File: src/rtl/rib_arb_n.sv
`default_nettype none
// ============================================================================
//  Module   : rib_arb_n
//  Brief    : Shared-bus RIB interconnect, NUM_M masters to NUM_S slaves.
//             Fixed-priority or round-robin arbitration, bounded bus lock,
//             1-cycle response routing and decode-error responses.
//  Revision : 1.0 - initial release
// ============================================================================
module rib_arb_n #(
    parameter int             NUM_M    = 4,
    parameter int             NUM_S    = 8,
    parameter int             AW       = 32,
    parameter int             DW       = 32,
    parameter int             SEL_W    = 4,
    parameter int             ARB_MODE = 1,
    parameter int             MAX_LOCK = 4,
    parameter logic [DW-1:0]  DECERR   = 32'hDEADBEEF
) (
    input  logic                  clk,
    input  logic                  rst,
    input  logic [NUM_M-1:0]      m_req,
    input  logic [NUM_M-1:0]      m_we,
    input  logic [NUM_M-1:0]      m_lock,
    input  logic [NUM_M*AW-1:0]   m_addr,
    input  logic [NUM_M*DW-1:0]   m_wdata,
    output logic [NUM_M-1:0]      m_gnt,
    output logic [NUM_M-1:0]      m_hold,
    output logic [NUM_M-1:0]      m_rvalid,
    output logic [NUM_M-1:0]      m_err,
    output logic [DW-1:0]         m_rdata,
    output logic [NUM_S-1:0]      s_sel,
    output logic                  s_we,
    output logic [AW-1:0]         s_addr,
    output logic [DW-1:0]         s_wdata,
    input  logic [NUM_S*DW-1:0]   s_rdata
);

    localparam int PW  = (NUM_M > 1) ? $clog2(NUM_M) : 1;
    localparam int LCW = $clog2(MAX_LOCK + 1);

    // Arbitration and lock state
    logic [PW-1:0]    ptr_q, ptr_d;
    logic [PW-1:0]    owner_q, owner_d;
    logic             locked_q, locked_d;
    logic [LCW-1:0]   lock_cnt_q, lock_cnt_d;

    // Response pipeline state (one transfer in flight)
    logic             rsp_valid_q, rsp_valid_d;
    logic             rsp_err_q, rsp_err_d;
    logic             rsp_we_q, rsp_we_d;
    logic [SEL_W-1:0] rsp_slv_q, rsp_slv_d;
    logic [PW-1:0]    rsp_m_q, rsp_m_d;

    // Grant decision
    logic             gnt_any;
    logic             gnt_held;
    logic [PW-1:0]    gnt_idx;
    logic [NUM_M-1:0] cand;
    logic [NUM_M-1:0] others;

    // Address decode
    logic [SEL_W-1:0] dec_idx;
    logic             dec_ok;

    // Index (a + k) modulo NUM_M, used for round-robin search and pointer advance
    function automatic logic [PW-1:0] wrap_add(input logic [PW-1:0] a, input int k);
        return PW'((int'(a) + k) % NUM_M);
    endfunction

    // Grant selection: honour a live lock first, otherwise arbitrate among requesters
    always_comb begin
        gnt_any  = 1'b0;
        gnt_held = 1'b0;
        gnt_idx  = '0;
        cand     = m_req;
        others   = m_req;
        others[owner_q] = 1'b0;
        if (locked_q && m_req[owner_q] && (lock_cnt_q < LCW'(MAX_LOCK))) begin
            gnt_any  = 1'b1;
            gnt_held = 1'b1;
            gnt_idx  = owner_q;
        end else begin
            // An exhausted lock yields to any other requester; owner only wins if alone
            if (locked_q && m_req[owner_q] && (|others)) begin
                cand = others;
            end
            if (ARB_MODE == 0) begin
                for (int i = NUM_M - 1; i >= 0; i--) begin
                    if (cand[i]) begin
                        gnt_any = 1'b1;
                        gnt_idx = PW'(i);
                    end
                end
            end else begin
                for (int k = NUM_M - 1; k >= 0; k--) begin
                    if (cand[wrap_add(ptr_q, k)]) begin
                        gnt_any = 1'b1;
                        gnt_idx = wrap_add(ptr_q, k);
                    end
                end
            end
        end
    end

    // Master-side grant/stall and bus mux toward the slaves
    always_comb begin
        m_gnt   = '0;
        s_addr  = '0;
        s_wdata = '0;
        if (gnt_any) begin
            m_gnt[gnt_idx] = 1'b1;
            s_addr  = m_addr[gnt_idx*AW +: AW];
            s_wdata = m_wdata[gnt_idx*DW +: DW];
        end
        m_hold  = m_req & ~m_gnt;
        dec_idx = s_addr[AW-1 -: SEL_W];
        dec_ok  = (int'(dec_idx) < NUM_S);
    end

    // Slave strobes; out-of-range addresses strobe nothing and drop writes
    always_comb begin
        s_sel = '0;
        for (int s = 0; s < NUM_S; s++) begin
            if (gnt_any && dec_ok && (int'(dec_idx) == s)) begin
                s_sel[s] = 1'b1;
            end
        end
        s_we = gnt_any && dec_ok && m_we[gnt_idx];
    end

    // Next-state for arbitration, lock tracking and the response pipeline
    always_comb begin
        ptr_d      = ptr_q;
        owner_d    = owner_q;
        locked_d   = locked_q;
        lock_cnt_d = lock_cnt_q;
        if (gnt_any) begin
            if (ARB_MODE == 1) begin
                ptr_d = wrap_add(gnt_idx, 1);
            end
            owner_d  = gnt_idx;
            locked_d = m_lock[gnt_idx];
            if (gnt_held) begin
                lock_cnt_d = (lock_cnt_q == LCW'(MAX_LOCK)) ? lock_cnt_q
                                                            : lock_cnt_q + LCW'(1);
            end else begin
                lock_cnt_d = LCW'(1);
            end
        end else begin
            locked_d = 1'b0;
        end
        rsp_valid_d = gnt_any;
        rsp_err_d   = gnt_any && !dec_ok;
        rsp_we_d    = gnt_any && m_we[gnt_idx];
        rsp_slv_d   = dec_idx;
        rsp_m_d     = gnt_idx;
    end

    // State registers; reset discards any pending response
    always_ff @(posedge clk or posedge rst) begin
        if (rst) begin
            ptr_q       <= '0;
            owner_q     <= '0;
            locked_q    <= 1'b0;
            lock_cnt_q  <= '0;
            rsp_valid_q <= 1'b0;
            rsp_err_q   <= 1'b0;
            rsp_we_q    <= 1'b0;
            rsp_slv_q   <= '0;
            rsp_m_q     <= '0;
        end else begin
            ptr_q       <= ptr_d;
            owner_q     <= owner_d;
            locked_q    <= locked_d;
            lock_cnt_q  <= lock_cnt_d;
            rsp_valid_q <= rsp_valid_d;
            rsp_err_q   <= rsp_err_d;
            rsp_we_q    <= rsp_we_d;
            rsp_slv_q   <= rsp_slv_d;
            rsp_m_q     <= rsp_m_d;
        end
    end

    // Response routing back to the master that issued the previous-cycle transfer
    always_comb begin
        m_rvalid = '0;
        m_err    = '0;
        m_rdata  = '0;
        if (rsp_valid_q) begin
            m_rvalid[rsp_m_q] = 1'b1;
            m_err[rsp_m_q]    = rsp_err_q;
            if (!rsp_we_q) begin
                if (rsp_err_q) begin
                    m_rdata = DECERR;
                end else begin
                    for (int s = 0; s < NUM_S; s++) begin
                        if (int'(rsp_slv_q) == s) begin
                            m_rdata = s_rdata[s*DW +: DW];
                        end
                    end
                end
            end
        end
    end

endmodule
`default_nettype wire

File: config.mk
export PLATFORM = sky130hd
export DESIGN_NAME = rib_arb_n
export DESIGN_NICKNAME = d
export VERILOG_FILES = /design/src/rtl/rib_arb_n.sv
export SDC_FILE = /design/constraint.sdc
export NUM_CORES = 1
export LEC_CHECK = 0
export CAP_MARGIN = 20
export CELL_PAD_IN_SITES_DETAIL_PLACEMENT = 1
export CELL_PAD_IN_SITES_GLOBAL_PLACEMENT = 1
export CORE_AREA = 2 2 252 254
export CTS_CLUSTER_SIZE = 30
export DETAILED_ROUTE_END_ITERATION = 6
export DIE_AREA = 0 0 254 256
export PLACE_DENSITY = 0.56
export SYNTH_ARGS = -nofsm -noshare
export SYNTH_HDL_FRONTEND = slang
export SYNTH_SLANG_ARGS = --single-unit
File: constraint.sdc
create_clock -name clk -period 3.7 [get_ports clk]
set_input_delay 0.37 -clock clk [delete_from_list [all_inputs] [get_ports clk]]
set_output_delay 0.37 -clock clk [all_outputs]
set_load 0.005 [all_outputs]
==> results.json <==
{
  "detailedRoute.firstIterationViolations": 510,
  "status": "finished with violations",
  "antenna_violations_before_repair": 18,
  "post-synth-top-area-fraction_pct": 28.6,
  "maximum_root_to_sink_buffer_count": 2,
  "failing_checks": "negative setup slack",
  "p_leak_nw": 4.49,
  "post_synth_num_cell_types": 57,
  "syn_inst": 561,
  "postRouteWirelength_um": 49400,
  "gp_congestion": 0.875,
  "postSynthAreaPerCell_sq_um": 8.70,
  "hold_buffer_count_at_cts": 0,
  "highest_attainable_clock_frequency_mhz": 268,
  "synth_xor_xnor_area_share_pct": 0,
  "ys_seq_area_share_pct": 8.21,
  "total_cts_buffers": 3,
  "maximum_number_of_pins_on_one_net_before_global_route_repair": 54,
  "min-delay-path-class": "reg2reg",
  "finalSetupViolations": 8,
  "timing_worst_slew_pin_value_ps": 617,
  "wire_length_of_the_first_global_routing_pass_um": 65700,
  "critPathKind": "reg2out",
  "start_kind": "register",
  "tritoncts": "yes",
  "synth_edf_count": 0,
  "synth-adder-area-share_pct": 1.54,
  "post_synth_most_frequent_cells": "sky130_fd_sc_hd__a22oi_1, sky130_fd_sc_hd__nor2_1, sky130_fd_sc_hd__and2_1, sky130_fd_sc_hd__mux4_2, sky130_fd_sc_hd__clkbuf_1",
  "synth_compound_gate_area_share_pct": 31.5,
  "leading_cell_type_by_number_of_instances_after_synthesis": "sky130_fd_sc_hd__a22oi_1",
  "worst_slew_margin_rel_pct": 58.8,
  "netSwitchingPower_mw": 4.54,
  "critical_path_arrival_ps": 3360,
  "route.detailed.wl_per_inst_um": 23.8,
  "post_synth_mux_area_share_pct": 30.8,
  "p_comb_share_pct": 93.3,
  "top_cells_by_area_synth": "sky130_fd_sc_hd__mux4_2, sky130_fd_sc_hd__a22oi_1, sky130_fd_sc_hd__and2_1, sky130_fd_sc_hd__dfrtp_1, sky130_fd_sc_hd__nor2_1",
  "post_route_cells_drive_above_1_share_pct": 16.5,
  "finalHoldViolations": 0,
  "post-route-drc-count": 0,
  "maxCapViolations": 0,
  "port_buffers": 646,
  "finalWorstPathRequiredPeriod_ps": 3730,
  "post_synth_and_or_nand_nor_area_fraction_pct": 21.6,
  "fp.coreArea_sq_mm": 0.0624,
  "layout.filler_cells": 7338,
  "pin_count": 647,
  "finalCritPeriodShare_pct": 101,
  "critPathCaptureType": "primary output",
  "power.share.sequential_pct": 4.6,
  "syn2layout_area_growth_pct": 169,
  "cts-root-buf": "sky130_fd_sc_hd__clkbuf_16",
  "grt_setup_unrepaired": "yes",
  "synth-main-ff-cell": "sky130_fd_sc_hd__dfrtp_1",
  "cell_internal_pwr_mw": 5.60,
  "number_of_global_route_vias_before_repair": 8899,
  "clkSinkCount": 16,
  "critical_path_required_ps": 3330,
  "worstPathMaxFanout": 18,
  "postSynth.asyncResetShare_pct": 100,
  "synth_top_family_by_area": "compound AO/OA/AOI/OAI gates",
  "die_width_um": 254,
  "syn-cell-area_sq_mm": 0.00488,
  "power.density_cell_area_mw_per_mm2": 774,
  "core.rowCount": 92,
  "final_net_count": 1754,
  "groute.usage.overall_pct": 14.1,
  "number_of_nets_produced_by_synthesis": 1093,
  "cts.clk_slew.worst_paths_ps": 50,
  "report.final.slew_viol_count": 0,
  "fin_tns_setup_ps": -93.2,
  "synth_seq_cells": 16,
  "grt_overflow_total": 0,
  "switching_power_as_a_share_of_total_power_pct": 44.8,
  "route.detailed.vias_per_inst": 3.84,
  "share_clk_of_total_power_pct": 2.1,
  "worst_ir_drop_vdd_mv": 0.274,
  "synth_area_leader_cell": "sky130_fd_sc_hd__mux4_2",
  "clock_skew_ps": 1.50,
  "htreeDepth": 1,
  "design.die.area_sq_mm": 0.0650,
  "post-route-worst-setup-slack_ps": -31.4,
  "floorplan.initialDensity_pct": 7.82,
  "worst_skew_pair.late_latency_ps": 240,
  "yosysWarningCount": 0,
  "antenna_left": 0,
  "total_power_mw": 10.1,
  "routed_vias": 7976,
  "dp.final_hpwl_um": 44200,
  "drt_pre_antenna_iters": 5,
  "die-height_um": 256
}
critical path, stage by stage (launching register included):
cell                              delay (ps)
sky130_fd_sc_hd__dfrtp_2                 500
sky130_fd_sc_hd__inv_2                   120
sky130_fd_sc_hd__o31ai_4                 420
sky130_fd_sc_hd__nor3b_2                 110
sky130_fd_sc_hd__a2111oi_4               420
sky130_fd_sc_hd__nor2_4                   90
sky130_fd_sc_hd__buf_12                  180
sky130_fd_sc_hd__buf_12                  170
sky130_fd_sc_hd__mux4_2                  440
sky130_fd_sc_hd__and2_1                  200
sky130_fd_sc_hd__clkdlybuf4s50_1         450
routing by layer:
layer / wire length (um) / vias to the layer above / track usage, %
met5: 57 / - / 0
met4: 1650 / 8 / 4.31
met3: 4160 / 55 / 3.53
met2: 26400 / 466 / 27.8
met1: 17100 / 3843 / 14.2
li1: - / 3604 / -
state kept, by name, summed over array words and instances (netlist names):
| signal | flops |
|---|---|
| rsp_valid_q | 1 |
| owner_q | 2 |
| locked_q | 1 |
| rsp_slv_q | 3 |
| rsp_err_q | 1 |
| rsp_we_q | 1 |
| ptr_q | 2 |
| rsp_m_q | 2 |
| lock_cnt_q | 3 |
layout make-up:
cell class                      count  area, sq um  share of cell area, %
Multi-Input combinational cell    478         4410                   33.6
Inverter                            7         26.3                  0.201
Tap cell                          846         1060                   8.08
Antenna cell                       11         27.5                  0.210
Timing Repair Buffer              716         7100                   54.2
Sequential cell                    16          404                   3.08
Clock buffer                        4         78.8                  0.602
worst paths after layout:
path / from / endpoint / slack [ps] / cells after the start
max in group asynchronous: rst / locked_q$_DFF_PP0_ / 2720 / 2
worst min register to register: lock_cnt_q[0]$_DFFE_PP0P_ / lock_cnt_q[0]$_DFFE_PP0P_ / 510 / 1
worst max-delay path: owner_q[1]$_DFFE_PP0P_ / s_addr[4] / -30 / 10
worst max register to register: owner_q[1]$_DFFE_PP0P_ / locked_q$_DFF_PP0_ / 910 / 9
min in group asynchronous: rst / rsp_slv_q[1]$_DFF_PP0_ / 540 / 2
worst min-delay path: lock_cnt_q[0]$_DFFE_PP0P_ / lock_cnt_q[0]$_DFFE_PP0P_ / 510 / 1
stage by stage:
step	area [sq um]	instances	utilization, %	hold WS (ps)	setup slack (ps)
2_1_floorplan	4880	561	-	284	871
3_3_place_gp	12700	2058	20.4	485	-287
3_5_place_dp	12700	2058	20.4	512	-326
4_1_cts	12900	2065	20.7	523	3.66
5_1_grt	13100	2069	21.0	563	-160
6_report	13100	2078	21.0	515	-31.4
kinds of logic after synthesis:
| kind of cell | after synthesis |
|---|---|
| compound gates | 196 |
| fa+ha+maj | 6 |
| buf+inv | 67 |
| flops | 16 |
| mux | 72 |
| simple gates | 204 |
placed cells by master, fill, tap and decap left out, drive strengths merged, types with 8 or more instances in the layout:
| cell | count |
|---|---|
| a211oi | 21 |
| a22oi | 79 |
| a41oi | 18 |
| diode | 11 |
| a31oi | 15 |
| dfrtp | 16 |
| buf | 88 |
| nor3 | 9 |
| and2 | 68 |
| clkdlybuf4s50 | 617 |
| a221oi | 8 |
| nor2 | 77 |
| nand2 | 17 |
| mux4 | 62 |
| a21oi | 11 |
| a22o | 9 |
power groups by stage:
stage / Clock [mW] / Combinational, mW / Sequential (mW)
global placement: 0 / 9.35 / 0.446
floorplan: 0 / 4.23 / 0.320
global route: 0.228 / 10.1 / 0.484
finish: 0.210 / 9.47 / 0.465
CTS: 0.215 / 9.54 / 0.455
detailed placement: 0 / 9.44 / 0.451
timing repair:
action / in CTS / in global routing
buffers inserted: 3 / 2
gates resized for setup: 19 / 30
pin swaps: 5 / 5
setup endpoints to repair: 71 / 61
Note: power is estimated with default switching activity, not from simulation.
